### src/rtl/mips_trace_pkg.sv
// Shared types for the MIPS pipeline trace capture block.
package mips_trace_pkg;

  localparam int STAMP_WIDTH    = 16;
  localparam int REC_WORD_WIDTH = 32;

  typedef enum logic [1:0] {
    REG_WB = 2'b00,
    MEM_WR = 2'b01
  } trace_kind_e;

  typedef struct packed {
    trace_kind_e               kind;
    logic [REC_WORD_WIDTH-1:0] addr;
    logic [REC_WORD_WIDTH-1:0] data;
    logic [STAMP_WIDTH-1:0]    stamp;
  } trace_rec_t;

endpackage

### src/rtl/trace_fifo_dual_push.sv
// Circular trace buffer: up to two pushes and one pop per clock, show-ahead head.
module trace_fifo_dual_push
  import mips_trace_pkg::*;
#(
  parameter int DEPTH = 16,
  localparam int AW = $clog2(DEPTH),
  localparam int CW = AW + 1
) (
  input  logic          clk_i,
  input  logic          rst_i,
  input  logic          push0_i,
  input  trace_rec_t    rec0_i,
  input  logic          push1_i,
  input  trace_rec_t    rec1_i,
  input  logic          pop_i,
  output trace_rec_t    head_o,
  output logic          valid_o,
  output logic [CW-1:0] count_o
);

  trace_rec_t    mem_q [DEPTH];
  logic [AW-1:0] wr_ptr_q, rd_ptr_q;
  logic [CW-1:0] count_q;
  logic          do_pop;
  logic [1:0]    n_push;

  // push1 is only ever raised together with push0, so it lands in the slot after it
  assign do_pop = pop_i && (count_q != '0);
  assign n_push = {1'b0, push0_i} + {1'b0, push1_i};

  always_ff @(posedge clk_i) begin
    if (push0_i) mem_q[wr_ptr_q] <= rec0_i;
    if (push1_i) mem_q[wr_ptr_q + AW'(1)] <= rec1_i;
  end

  always_ff @(posedge clk_i or posedge rst_i) begin
    if (rst_i) begin
      wr_ptr_q <= '0;
      rd_ptr_q <= '0;
      count_q  <= '0;
    end else begin
      wr_ptr_q <= wr_ptr_q + AW'(n_push);
      rd_ptr_q <= rd_ptr_q + AW'(do_pop);
      count_q  <= count_q + CW'(n_push) - CW'(do_pop);
    end
  end

  assign head_o  = mem_q[rd_ptr_q];
  assign valid_o = (count_q != '0);
  assign count_o = count_q;

endmodule

### src/rtl/mips_trace_capture.sv
// Captures register writebacks and stores into a stamped trace FIFO.
// Record fields are 32 bits wide, so WORD_WIDTH is limited to 32.
module mips_trace_capture
  import mips_trace_pkg::*;
#(
  parameter int DEPTH      = 16,
  parameter int WORD_WIDTH = 32
) (
  input  logic                    clk,
  input  logic                    reset,
  input  logic                    capture_en,
  input  logic                    MEM_WB_RegWrite,
  input  logic [4:0]              MEM_WB_RegisterRd,
  input  logic [WORD_WIDTH-1:0]   RegWriteData,
  input  logic                    EX_MEM_MemWrite,
  input  logic [WORD_WIDTH-1:0]   EX_MEM_ALU_result,
  input  logic [WORD_WIDTH-1:0]   EX_MEM_MemWriteData,
  output logic                    trace_valid,
  input  logic                    trace_ready,
  output logic [1:0]              trace_kind,
  output logic [WORD_WIDTH-1:0]   trace_addr,
  output logic [WORD_WIDTH-1:0]   trace_data,
  output logic [STAMP_WIDTH-1:0]  trace_stamp,
  output logic [$clog2(DEPTH):0]  fifo_count,
  output logic [15:0]             overflow_cnt
);

  localparam int CW = $clog2(DEPTH) + 1;

  logic [STAMP_WIDTH-1:0] cycle_q, cycle_d;
  logic [15:0]            ovf_q, ovf_d;
  logic [16:0]            ovf_sum;
  logic                   reg_ev, mem_ev;
  trace_rec_t             reg_rec, mem_rec, rec0, rec1, head;
  logic                   ev0, ev1, push0, push1, fifo_valid;
  logic [CW-1:0]          count, free;
  logic [1:0]             dropped;

  assign reg_ev = capture_en && MEM_WB_RegWrite && (MEM_WB_RegisterRd != 5'd0);
  assign mem_ev = capture_en && EX_MEM_MemWrite;

  always_comb begin
    reg_rec       = '0;
    reg_rec.kind  = REG_WB;
    reg_rec.addr  = REC_WORD_WIDTH'(MEM_WB_RegisterRd);
    reg_rec.data  = REC_WORD_WIDTH'(RegWriteData);
    reg_rec.stamp = cycle_q;
    mem_rec       = '0;
    mem_rec.kind  = MEM_WR;
    mem_rec.addr  = REC_WORD_WIDTH'(EX_MEM_ALU_result);
    mem_rec.data  = REC_WORD_WIDTH'(EX_MEM_MemWriteData);
    mem_rec.stamp = cycle_q;
  end

  // Compact events so the first one always uses push0; free space ignores this cycle's pop
  assign ev0   = reg_ev || mem_ev;
  assign ev1   = reg_ev && mem_ev;
  assign rec0  = reg_ev ? reg_rec : mem_rec;
  assign rec1  = mem_rec;
  assign free  = CW'(DEPTH) - count;
  assign push0 = ev0 && (free != '0);
  assign push1 = ev1 && (free >= CW'(2));

  assign dropped = {1'b0, ev0 && !push0} + {1'b0, ev1 && !push1};
  assign ovf_sum = {1'b0, ovf_q} + 17'(dropped);
  assign ovf_d   = ovf_sum[16] ? 16'hFFFF : ovf_sum[15:0];
  assign cycle_d = cycle_q + 1'b1;

  always_ff @(posedge clk or posedge reset) begin
    if (reset) begin
      cycle_q <= '0;
      ovf_q   <= '0;
    end else begin
      cycle_q <= cycle_d;
      ovf_q   <= ovf_d;
    end
  end

  trace_fifo_dual_push #(.DEPTH(DEPTH)) u_fifo (
    .clk_i   (clk),
    .rst_i   (reset),
    .push0_i (push0),
    .rec0_i  (rec0),
    .push1_i (push1),
    .rec1_i  (rec1),
    .pop_i   (trace_ready),
    .head_o  (head),
    .valid_o (fifo_valid),
    .count_o (count)
  );

  // Head fields are forced to zero when empty so reset clears them without a clock
  assign trace_valid  = fifo_valid;
  assign trace_kind   = fifo_valid ? head.kind : 2'b00;
  assign trace_addr   = fifo_valid ? head.addr[WORD_WIDTH-1:0] : '0;
  assign trace_data   = fifo_valid ? head.data[WORD_WIDTH-1:0] : '0;
  assign trace_stamp  = fifo_valid ? head.stamp : '0;
  assign fifo_count   = count;
  assign overflow_cnt = ovf_q;

endmodule

### config.mk
export PLATFORM = sky130hd
export DESIGN_NAME = mips_trace_capture
export DESIGN_NICKNAME = d
export VERILOG_FILES = /design/src/rtl/mips_trace_pkg.sv /design/src/rtl/trace_fifo_dual_push.sv /design/src/rtl/mips_trace_capture.sv
export SDC_FILE = /design/constraint.sdc
export NUM_CORES = 2
export LEC_CHECK = 0
export ABC_AREA = 0
export CORE_MARGIN = 1.5
export CORE_UTILIZATION = 60
export CTS_BUF_LIST = sky130_fd_sc_hd__clkbuf_16
export CTS_CLUSTER_DIAMETER = 60
export DETAILED_ROUTE_END_ITERATION = 10
export PLACE_DENSITY = 0.78
export SLEW_MARGIN = 20
export SYNTH_ARGS = -nofsm -noshare
export SYNTH_HDL_FRONTEND = slang
export SYNTH_HIERARCHICAL = 1
export SYNTH_SLANG_ARGS = --single-unit
export TNS_END_PERCENT = 5
### constraint.sdc
create_clock -name clk -period 10.1 [get_ports clk]
set_clock_uncertainty 0.1 [all_clocks]
set_input_delay 1.01 -clock clk [delete_from_list [all_inputs] [get_ports clk]]
set_output_delay 1.01 -clock clk [all_outputs]
set_load 0.02 [all_outputs]
==> metrics.md <==
| Metric | Value |
|---|---|
| Post-synth EDFFs | 1,312 |
| Worst path bufs/invs | 2 |
| Post-route ant nets | 0 |
| Via count | 41,900 |
| Synth Register Bits | 1,357 |
| CTS resizes | 0 |
| GRT overflow | 0 |
| Most numerous cell in the Yosys netlist | edfxtp_1 |
| Drt first pass iters | 6 |
| Layout area overhead | 10.9% |
| Hold crit path type | reg -> reg |
| Syn. warnings | 6 |
| Synth area leaders | edfxtp_1 (56%), mux2_2 (19%), mux4_2 (5.3%) |
| Max_cap viols | 0 |
| Gpl congestion | 0.807 |
| Share of cells above drive strength 1 | 36.6% |
| CTS max path bufs | 3 |
| Core area | 115,000 sq um |
| Final std cells w/o fill | between 6,000 and 7,000 |
| Hold_ws | 475 ps |
| Slew Limit Fails | 0 |
| DIE HEIGHT | 344 um |
| P per Cell Area | 252 nW/um^2 |
| Largest area contributor in the netlist | edfxtp_1 |
| Synthesized area | 69,800 sq um |
| Dpl cells | 5,833 |
| Post-layout net count | 4,596 |
| Top-area cell type share of the netlist area | 56.5% |
| Final WL | around 190 mm |
| Fillers | 7,753 |
| Finished layout cell area | between 70,000 and 80,000 sq um |
| Total CTS buffers | 146 |
| Initial Util | 60.8% |
| Final number of setup-violating endpoints | 0 |
| Ys async rst share | 3.32% |
| Top delay family on crit path | buffers and inverters |
| DRC violations left | 0 |
| WP data arrival | just under 5000 ps |
| Die area | between 100,000 and 150,000 sq um |
| Peak supply drop | 338 uV |
| Initial antenna violation count | 17 |
| Largest net degree at the start of global routing | 140 |
| Fmax achieved | 169 MHz |
| GRT Util Overall | 32.5% |
| IO Pins | 211 |
| # H-tree levels | 4 |
| Synth cell count leaders | edfxtp_1 (1,312), mux2_2 (1,178), mux2i_1 (330), clkbuf_1 (245), nand2_1 (218) |
| Cts hold-fix bufs | 0 |
| Total power | a little under 0.02 W |
| First-pass GRT wire length | between 200 and 300 mm |
| Gate Count Post-Synth | 4,473 |
| Crit path cell chain | and2_4 -> buf_12 -> a221oi_1 -> o21ai_0 -> nand2_1 -> and2_1 -> clkdlybuf4s50_1 |
| Std-Cell Rows | 124 |
| Total Neg Setup Slack | 0 ps |
| Reg clk slew, reported paths | 60 ps |
| Crit-path max FO | 139 |
| CTS tree | done |
| Die X | 344 um |
| CTS sink count | 1,357 |
| Root Driver | clkbuf_16 |
| CP Capture Type | primary output |
| Crit path max-delay cell type | dfrtp_4 |
| Startpoint Class | register |
| Initial DRC count | 5,426 |
| DP HPWL | 97.5 mm |
| Worst Tran Pin Value | 1190 ps |
| Leak | ~27 nW |
| Post-DP Area | around 73,000 sq um |
| Wirelength per Cell | between 30 and 40 um |
| Final period util | between 50% and 60% |
| Post-synth cell types | 55 |
| Outcome | finished, final reports clean |
| Required time of the critical path | 8990 ps |
| RSZ-0062 raised after global routing | false |
| Top FF cell, synth | edfxtp_1 |
| Vias in the first global route | between 40,000 and 50,000 |
| Final min period | between 5000 and 6000 ps |
| Post-CTS setup buffers | 0 |
| Avg Inst Size Synth | roughly 16 sq um |
| Worst skew pair latency | 770 ps |
| Hold violation total from the final report | 0 |
| Port bufs | 210 |
| Vias/cell | between 6 and 7 |
| Crit path kind | reg -> out |
| Crit-path max cell delay | 1000 ps |
| Slew margin rel. | 20.7% |
| Register area share after synthesis | 58.1% |
sequential cells by signal (all words and copies together), names as in the netlist:
signal,cells
u_fifo/mem_q,1312
cycle_q,16
overflow_cnt,16
u_fifo/count_o,5
u_fifo/rd_ptr_q,4
u_fifo/wr_ptr_q,4
cell type report:
type / count / area, sq um / share of cell area [%]
Antenna cell: 4 / 10.0 / 0.0129
Clock buffer: 150 / 3750 / 4.85
Clock inverter: 116 / 928 / 1.20
Inverter: 28 / 113 / 0.146
Multi-Input combinational cell: 2645 / 27300 / 35.2
Sequential cell: 1357 / 40500 / 52.4
Tap cell: 1512 / 1890 / 2.45
Timing Repair Buffer: 291 / 2870 / 3.71
report_power, final:
group | switching (W) | internal [W]
clock network | 0.00224 | 0.00303
registers | 0.000309 | 0.00686
logic | 0.00415 | 0.00290
routing by layer:
metal / part of all wire [%] / up-vias / track usage, % / wire length (um)
met1: 39 / 21400 / 45.7 / 75900
li1: - / 17600 / - / -
met4: 3.2 / 24 / 10.7 / 6190
met3: 11 / 400 / 6.47 / 20300
met2: 47 / 2401 / 51.0 / 90500
met5: 0.074 / - / 0 / 143
cell families after synthesis:
logic type	after synthesis	synth area share [%]
AO/OA/AOI/OAI	349	3.74
XOR/XNOR	30	0.377
adder cells (fa/ha/maj)	20	0.391
buffers and inverters	490	3.23
flip-flops	1357	58.1
multiplexers	1810	31.3
other	2	0.0108
AND/OR/NAND/NOR	415	2.89
worst reg2reg max path, stage by stage (launching register included):
cell      delay (ps)
dfrtp_1          430
inv_1            130
ha_1             170
nand3b_1         100
o21ai_0          240
a21oi_1          370
nor2b_2          320
nand2_1          230
nor2_4           930
buf_4            830
mux2_2           470
per-stage QoR:
stage                     utilization [%]  setup slack (ps)
final                                67.4              4180
after global routing                 67.4              4140
after floorplan                         -              1120
after detailed placement             63.3              3950
after global placement               63.3              3960
after CTS                            67.4              4200
placed cells by master (no fill, tap or decap), types with 5 or more instances in the layout:
cell type,count
conb_1,21
bufinv_16,13
ha_1,17
nand3_1,10
o21ai_0,87
mux2_1,138
mux2i_1,330
mux2_2,1178
a221oi_1,164
buf_4,69
nor2_4,15
clkbuf_16,150
a22oi_1,82
edfxtp_1,1312
xor2_1,12
nor2_1,12
inv_1,51
nand2b_1,6
and2_1,110
nand2_1,216
mux4_2,164
inv_6,9
clkinv_1,32
xnor2_1,18
clkdlybuf4s50_1,210
nor3_2,5
nand4_1,8
buf_12,11
clkinv_2,29
dfrtp_1,41
path summary, 6_finish.rpt:
path,startpoint,to,slack (ps),cells after the start
min in group asynchronous,reset,cycle_q[4],730,2
min reg2reg,overflow_cnt[9],overflow_cnt[9],480,2
max reg2reg,u_fifo/count_o[0],u_fifo/mem_q[13][59],5530,10
max in group asynchronous,reset,overflow_cnt[14],8440,3
min,overflow_cnt[9],overflow_cnt[9],480,2
max,u_fifo/rd_ptr_q[2],trace_addr[21],4180,7
No activity file was read; power rests on OpenSTA's default activity.
